===== config.mk =====
export PLATFORM = sky130hd
export DESIGN_NAME = lab4_alu_sched
export DESIGN_NICKNAME = d
export VERILOG_FILES = /design/src/rtl/lab4_alu_sched.sv
export SDC_FILE = /design/constraint.sdc
export NUM_CORES = 1
export LEC_CHECK = 0
export BUFFER_PORTS_ARGS = -buffer_cell sky130_fd_sc_hd__buf_2
export CORE_ASPECT_RATIO = 1.5
export CORE_MARGIN = 8
export CORE_UTILIZATION = 50
export CTS_BUF_LIST = sky130_fd_sc_hd__clkbuf_4
export CTS_CLUSTER_DIAMETER = 40
export DETAILED_ROUTE_END_ITERATION = 7
export PLACE_DENSITY = 0.79
export SETUP_SLACK_MARGIN = 0.3
export SLEW_MARGIN = 20
export SYNTH_ARGS = -nofsm -noshare
export SYNTH_HDL_FRONTEND = slang
export SYNTH_SLANG_ARGS = --single-unit

===== constraint.sdc =====
create_clock -name clk -period 2.2 [get_ports clk]
set_input_delay 0.22 -clock clk [delete_from_list [all_inputs] [get_ports clk]]
set_output_delay 0.22 -clock clk [all_outputs]
set_load 0.01 [all_outputs]

===== src/rtl/lab4_alu_sched.sv =====
// lab4_alu_sched: two-requester round-robin scheduler feeding a small 5-bit ALU (add/sub/shift-add mul).
// Latency: accept edge to rsp_valid is 1 clock for add/sub/reserved, 3 clocks for mul (one B bit per clock).
// Backpressure: one operation in flight; the response holds until rsp_ready, then one IDLE cycle before the next accept.
//
// Ports:
//   clk, rst_n                 clock, asynchronous active-low reset
//   reqN_valid/ready/op/a/b    requester N operation handshake (N = 0, 1)
//   rsp_valid/ready/id/data    response handshake, owner id and 8-bit result
//   rsp_carry, rsp_err         add carry / sub no-borrow flag; reserved-opcode flag
//   op_count                   completed responses (saturating); live only when LAB4_SCHED_STATS_EN is defined
module lab4_alu_sched (
    input  logic        clk,
    input  logic        rst_n,
    input  logic        req0_valid,
    input  logic        req1_valid,
    output logic        req0_ready,
    output logic        req1_ready,
    input  logic [1:0]  req0_op,
    input  logic [1:0]  req1_op,
    input  logic [4:0]  req0_a,
    input  logic [4:0]  req1_a,
    input  logic [4:0]  req0_b,
    input  logic [4:0]  req1_b,
    output logic        rsp_valid,
    input  logic        rsp_ready,
    output logic        rsp_id,
    output logic [7:0]  rsp_data,
    output logic        rsp_carry,
    output logic        rsp_err,
    output logic [15:0] op_count
);

    typedef enum logic [1:0] {
        IDLE = 2'd0,
        EXEC = 2'd1,
        RESP = 2'd2
    } state_t;

    localparam logic [1:0] OP_ADD = 2'b00;
    localparam logic [1:0] OP_SUB = 2'b01;
    localparam logic [1:0] OP_MUL = 2'b10;

    state_t      state_q, state_d;
    logic        last_q, last_d;     // requester granted most recently
    logic        id_q, id_d;
    logic [1:0]  op_q, op_d;
    logic [4:0]  a_q, a_d;
    logic [4:0]  b_q, b_d;
    logic [1:0]  step_q, step_d;     // mul bit index
    logic [7:0]  res_q, res_d;       // also the mul accumulator
    logic        carry_q, carry_d;
    logic        err_q, err_d;

    logic [5:0]  sum;
    logic [4:0]  diff;
    logic [7:0]  partial;

    assign sum     = {1'b0, a_q} + {1'b0, b_q};
    assign diff    = a_q - b_q;
    assign partial = {3'b000, a_q} << step_q;

    always_ff @(posedge clk or negedge rst_n) begin
        if (!rst_n) begin
            state_q <= IDLE;
            last_q  <= 1'b1;  // requester 0 wins the first contention
            id_q    <= 1'b0;
            op_q    <= 2'b00;
            a_q     <= 5'd0;
            b_q     <= 5'd0;
            step_q  <= 2'd0;
            res_q   <= 8'd0;
            carry_q <= 1'b0;
            err_q   <= 1'b0;
        end else begin
            state_q <= state_d;
            last_q  <= last_d;
            id_q    <= id_d;
            op_q    <= op_d;
            a_q     <= a_d;
            b_q     <= b_d;
            step_q  <= step_d;
            res_q   <= res_d;
            carry_q <= carry_d;
            err_q   <= err_d;
        end
    end

    always_comb begin
        state_d    = state_q;
        last_d     = last_q;
        id_d       = id_q;
        op_d       = op_q;
        a_d        = a_q;
        b_d        = b_q;
        step_d     = step_q;
        res_d      = res_q;
        carry_d    = carry_q;
        err_d      = err_q;
        req0_ready = 1'b0;
        req1_ready = 1'b0;

        case (state_q)
            IDLE: begin
                // Under contention the requester not granted last goes first.
                req0_ready = req0_valid & (~req1_valid | last_q);
                req1_ready = req1_valid & (~req0_valid | ~last_q);
                if (req0_ready || req1_ready) begin
                    id_d    = req1_ready;
                    last_d  = req1_ready;
                    op_d    = req1_ready ? req1_op : req0_op;
                    a_d     = req1_ready ? req1_a  : req0_a;
                    b_d     = req1_ready ? req1_b  : req0_b;
                    step_d  = 2'd0;
                    res_d   = 8'd0;
                    carry_d = 1'b0;
                    err_d   = 1'b0;
                    state_d = EXEC;
                end
            end
            EXEC: begin
                case (op_q)
                    OP_ADD: begin
                        res_d   = {3'b000, sum[4:0]};
                        carry_d = sum[5];
                        state_d = RESP;
                    end
                    OP_SUB: begin
                        res_d   = {3'b000, diff};
                        carry_d = (a_q >= b_q);
                        state_d = RESP;
                    end
                    OP_MUL: begin
                        if (b_q[step_q]) begin
                            res_d = res_q + partial;
                        end
                        step_d = step_q + 2'd1;
                        if (step_q == 2'd2) begin
                            state_d = RESP;
                        end
                    end
                    default: begin
                        res_d   = 8'd0;
                        err_d   = 1'b1;
                        state_d = RESP;
                    end
                endcase
            end
            RESP: begin
                if (rsp_ready) begin
                    state_d = IDLE;
                end
            end
            default: state_d = IDLE;
        endcase
    end

    // Result fields read as zero whenever no response is presented.
    assign rsp_valid = (state_q == RESP);
    assign rsp_id    = rsp_valid & id_q;
    assign rsp_data  = rsp_valid ? res_q : 8'd0;
    assign rsp_carry = rsp_valid & carry_q;
    assign rsp_err   = rsp_valid & err_q;

`ifdef LAB4_SCHED_STATS_EN
    logic [15:0] cnt_q, cnt_d;

    always_comb begin
        cnt_d = cnt_q;
        if (rsp_valid && rsp_ready && (cnt_q != 16'hFFFF)) begin
            cnt_d = cnt_q + 16'd1;
        end
    end

    always_ff @(posedge clk or negedge rst_n) begin
        if (!rst_n) begin
            cnt_q <= 16'd0;
        end else begin
            cnt_q <= cnt_d;
        end
    end

    assign op_count = cnt_q;
`else
    assign op_count = 16'd0;
`endif

endmodule


* Word-level counts from Yosys, hierarchy flattened
Cells that the tools add are included.
Storage, ports and cells: register bits after elaboration 28, input port bits 29, logic and storage cells 75
Cells by class: add/subtract/negate cells 4, magnitude comparators 2, eq/ne operators 12, shift-type cells 1, multiplexer cells 25, bitwise logic cells 10, reduce and logical (&&, ||, !) cells 11
Operators by type and width (number):
- 2-to-1 mux 8 bit | 3
- case mux 8 bit (3 select lines) | 1
- case mux 8 bit (2 select lines) | 1
- AND reduction 3 bit | 5
- 2-to-1 mux 2 bit | 7
- 2-to-1 mux 5 bit | 2
- adder 8 bit | 1
- left shift 5 x 2 -> 8 bit | 1
- adder 5 x 5 -> 6 bit | 1
- == test 2 bit, second input constant | 3
- inequality test 2 bit, second input constant | 3
- inequality test 3 bit, second input constant | 2
- case mux 1 bit (2 select lines) | 3
- case mux 2 bit (3 select lines) | 1
- bitwise AND 1 bit | 5
- greater-or-equal comparator 5 bit | 1
- 2-to-1 mux 1 bit | 5
- subtractor 5 bit | 1
- == test 2 x 1 -> 1 bit, second input constant | 2
- zero test 2 bit | 2
- less-than comparator 2 x 4 -> 1 bit, second input constant | 1
- case mux 2 bit (2 select lines) | 1
- inequality test 3 x 1 -> 1 bit, second input constant | 1
- inverter 1 bit | 3
- 8 further kinds | 9

* Logic depth before layout (Yosys ltp)
depth after elaboration 6, gate-level depth with buffers 10, mapped depth without buffers 9

* Worst setup path before layout
No wires, ideal clock.
path type register -> register, from register step_q[0], to register res_q[4], data arrival time 2165 ps, required time 2071 ps, path slack -94 ps, cell stages (with the launch flop) 11, buffers on the path 2, period minus slack after synthesis 2294 ps, path through dfrtp_1 -> buf_2 -> clkbuf_1 -> nor3_1 -> ha_1 -> fa_1 -> a21o_1 -> a21oi_1 -> xnor2_1 -> a311oi_1 -> o31ai_1
Between the ends: cells in the longest elaborated chain, start to end 5
Ends and longest elaborated chain:
- from (decl) | line 49 | logic [1:0] step_q, step_d;
- from (signal assigned) | line 81 | step_q <= step_d;
- left shift 5 x 2 -> 8 bit | line 60 | assign partial = {3'b000, a_q} << step_q;
- adder 8 bit | line 134 | res_d = res_q + partial;
- 2-to-1 mux 8 bit | line 133 | if (b_q[step_q]) begin
- case mux 8 bit (3 select lines) | line 121 | case (op_q)
- case mux 8 bit (2 select lines) | line 102 | case (state_q)
- to (signal assigned) | line 82 | res_q <= res_d;
- to (decl) | line 50 | logic [7:0] res_q, res_d;
Parallel ways exist; a longest one is shown, timed or not. The select of a mux whose other input is x is not followed. A chain may end at the register's enable or synchronous reset.

* Worst setup path after layout
from register step_q[1], to register res_q[3]
Same word-level chain as after synthesis.

==> run_results.csv <==
group,metric,value,unit
placement,gp_congestion,0.898,
clock_tree,clk_pin_slew,170,ps
timing,finClkSkew,7.82,ps
timing,fmax,448,MHz
min_path,whs_endpoint,"state_q[1]$_DFFE_PN0P_",
floorplanning,die_area,7270,µm²
setup_path,cp.required,2490,ps
routing,routed_via_density,5.40,
clock_tree,cts_tree,"built",
setup_path,path_cells,"mux2i_2 > mux2i_1 > ha_1 > buf_4 > buf_4 > or3_1 > a21oi_2 > o31ai_1 > nand2_1",
timing,finalCritPeriodShare,101,%
synth,synth-warning-count,0,
synth,syn-cell-area,2380,µm²
global_routing,antenna_found_initial,0,
setup_path,reg2reg_from,"step_q[1]$_DFFE_PN0P_",
synth,synth_cell_type_count,49,
timing,relSlewSlack,32.6,%
min_path,hold_path_depth,2,
layout,n_antenna_cell,0,
clock_tree,cts_buffer_depth,2,
synth,synth_edf_count,0,
synth,ys.flop_type,"dfrtp_1",
global_routing,overflow,0,
floorplanning,core,4540,µm²
setup_path,crit_slowest_cell,"dfrtp_2",
setup_path,slowest_delay,490,ps
timing,hold_ws,24.0,ps
timing,setup_tns,-56.0,ps
layout,fin_nets,384,
power,p_per_area,1350,nW/µm²
setup_path,ff2ff_path_depth,9,
clock_tree,cts_buffers,3,
setup_path,r2r_end,"res_q[3]$_DFFE_PN0P_",
power,p_leak,1.40,nW
run,drv_cap,0,
global_routing,track_usage,17.1,%
outcome,violations,"setup timing",
global_routing,grt_max_degree,29,
floorplanning,die_w,72.3,µm
setup_path,critical-path-top-delay-family,"flip-flops",
timing,maxSlewViolCount,0,
synth,ys_seq_elements,28,
setup_path,path_max_fanout,6,
routing,drtIter0Drc,124,
setup_path,start_kind,"register",
synth,syn_inst,272,
synth,syn_area_per_cell,8.74,µm²
timing,finalSetupViolCount,2,
clock_tree,insertion_delay,340,ps
floorplanning,ios,59,
layout,final_layout_size_suffix_gt1_share,32.7,%
setup_path,cp_common_cell,"buf_4",
timing,final.min_clock_period,2230,ps
global_routing,grt_pass1_vias,2224,
min_path,hold_class,"in -> reg",
routing,drc,0,
routing,avgRoutedWirePerCell,15.8,µm
clock_tree,cts_num_sinks,28,
placement,dpl.hpwl,4580,µm
setup_path,r2r_slack,-30,ps
clock_tree,cts_root_buffer,"clkbuf_4",
routing,first_pass_iters,4,
timing,finalHoldViolCount,0,
layout,syn_to_final_growth,23.3,%
power,vdd_ir_drop_max,0.742,mV
setup_path,worstPathArrival,2520,ps
synth,ys_seq_area_share,29.5,%
setup_path,crit_type,"reg -> reg",
floorplanning,rows,30,
routing,postRouteAntennaNets,0,
min_path,min_from,"rsp_ready",
clock_tree,htreeDepth,1,
routing,via_count,2144,
timing,worst_slew_pin_slew,1010,ps
synth,async_reset_ff_share,100,%
floorplanning,initial_core_util,52.4,%
outcome,status,"finished with violations",
timing,rsz0062_at_grt,"true",
setup_path,crit_path_end_kind,"register",
floorplanning,die_height,100,µm
routing,drt-total-wl,6270,µm
placement,numPortBuffers,42,
timing,postLayoutSetupSlackWorst,-29.7,ps
global_routing,grt_pass1_wl,10100,µm
setup_path,path_buf_inv,2,
## report_power, final
part           leakage (nW)  internal [mW]  total, mW  switching [mW]
Combinational          1.03           1.29       2.75            1.46
Clock                0.0154         0.0668      0.236           0.170
Sequential            0.352          0.717      0.967           0.250
## cell families after synthesis
family,count (synthesis),synth area share [%]
buf+inv,42,9.63
compound gates,71,19.2
other cells,1,0.158
flops,28,29.5
mux,21,9.42
fa+ha+maj,21,12.0
xor+xnor,7,2.58
simple gates,81,17.5
## what timing repair did
item	in CTS	in global routing
hold endpoints to repair	27	0
hold buffers	1	0
buffers inserted	7	10
pin swaps	17	20
gates resized for setup	15	21
endpoints found under the setup margin	8	17
## through the flow
step / util, % / area, µm² / power, mW / cells / setup WS (ps)
after floorplan: - / 2470 / 2.63 / 287 / 164
after global placement: 58.1 / 2640 / 3.11 / 375 / 55.5
after detailed placement: 58.1 / 2640 / 3.19 / 375 / -49.5
after CTS: 61.0 / 2770 / 3.59 / 387 / 31.5
after global routing: 64.5 / 2930 / 4.25 / 397 / -154
final: 64.5 / 2930 / 3.96 / 397 / -29.7
## cell usage in the layout (no fill, tap or decap), types with 3 or more instances in the layout
cell      Yosys  routed
buf_2         6      42
nand2_1      24      24
dfrtp_1      27      23
buf_4        17      23
o21ai_1      18      19
mux2i_1      19      16
conb_1        1      16
inv_1        14      13
ha_1         18      12
nor2_1       13      11
and2_1       12      11
o21ai_0      13       9
a21oi_1      10       7
nand2b_1      7       7
a21o_1        5       5
nor2b_1       4       4
nand3_1       4       4
o31ai_1       4       4
ha_2          0       4
dfrtp_2       0       4
buf_6         0       4
mux2i_2       0       3
nor3_1        4       3
a211oi_2      1       3
o21bai_1      3       3
xor2_1        3       3
o21ai_2       0       3
a21oi_2       0       3
xnor2_1       4       3
o22ai_1       3       3
clkbuf_4      0       3
## final cells by class
cell class              count  area (µm²)
flip-flops and latches     28         707
fillers                   375        1610
repair buffers             70         438
multi-input cells         217        1630
well taps                  64        80.1
inverters                  14        52.6
clock inverters             1        3.75
clock buffers               3        22.5
## registers in the layout (all words and copies together), names as in the netlist
signal   cells
carry_q      1
res_q        8
state_q      2
err_q        1
id_q         1
a_q          5
last_q       1
b_q          5
op_q         2
step_q       2
## worst max-delay path by stage
stage | start | end | slack (ps) | cells past startpoint
floorplan | step_q[0]$_DFFE_PN0P_ | res_q[4]$_DFFE_PN0P_ | 160 | 10
global placement | step_q[1]$_DFFE_PN0P_ | res_q[7]$_DFFE_PN0P_ | 60 | 8
detailed placement | step_q[1]$_DFFE_PN0P_ | res_q[7]$_DFFE_PN0P_ | -50 | 8
CTS | step_q[1]$_DFFE_PN0P_ | res_q[4]$_DFFE_PN0P_ | 30 | 9
global route | step_q[0]$_DFFE_PN0P_ | res_q[7]$_DFFE_PN0P_ | -150 | 9
finish | step_q[1]$_DFFE_PN0P_ | res_q[3]$_DFFE_PN0P_ | -30 | 9
## synthesized netlist by cell type, types with 2 or more instances
| cell | count | area share [%] |
|---|---|---|
| a211oi_1 | 2 | 0.63 |
| a21o_1 | 5 | 1.6 |
| a21oi_1 | 10 | 2.1 |
| a22o_1 | 2 | 0.74 |
| and2_1 | 12 | 3.2 |
| buf_2 | 6 | 1.3 |
| buf_4 | 17 | 5.4 |
| clkbuf_1 | 5 | 0.79 |
| dfrtp_1 | 27 | 28 |
| fa_1 | 3 | 2.5 |
| ha_1 | 18 | 9.5 |
| inv_1 | 14 | 2.2 |
| mux2i_1 | 19 | 8.0 |
| nand2_1 | 24 | 3.8 |
| nand2b_1 | 7 | 1.8 |
| nand3_1 | 4 | 0.84 |
| nand4_1 | 2 | 0.53 |
| nor2_1 | 13 | 2.1 |
| nor2b_1 | 4 | 1.1 |
| nor3_1 | 4 | 0.84 |
| nor4_1 | 2 | 0.53 |
| nor4b_1 | 2 | 0.74 |
| o21a_1 | 2 | 0.63 |
| o21ai_0 | 13 | 2.7 |
| o21ai_1 | 18 | 3.8 |
| o21bai_1 | 3 | 0.95 |
| o22ai_1 | 3 | 0.79 |
| o31ai_1 | 4 | 1.3 |
| or3_1 | 2 | 0.53 |
| xnor2_1 | 4 | 1.5 |
| xor2_1 | 3 | 1.1 |
## routing by layer
layer / global-route usage [%] / up-vias / wire length, µm
met2: 31.0 / 71 / 3260
met5: 0 / - / 0
li1: - / 1043 / -
met1: 18.6 / 1013 / 2550
met3: 1.49 / 17 / 239
met4: 9.95 / 0 / 218
Note: power is estimated with default switching activity, not from simulation.
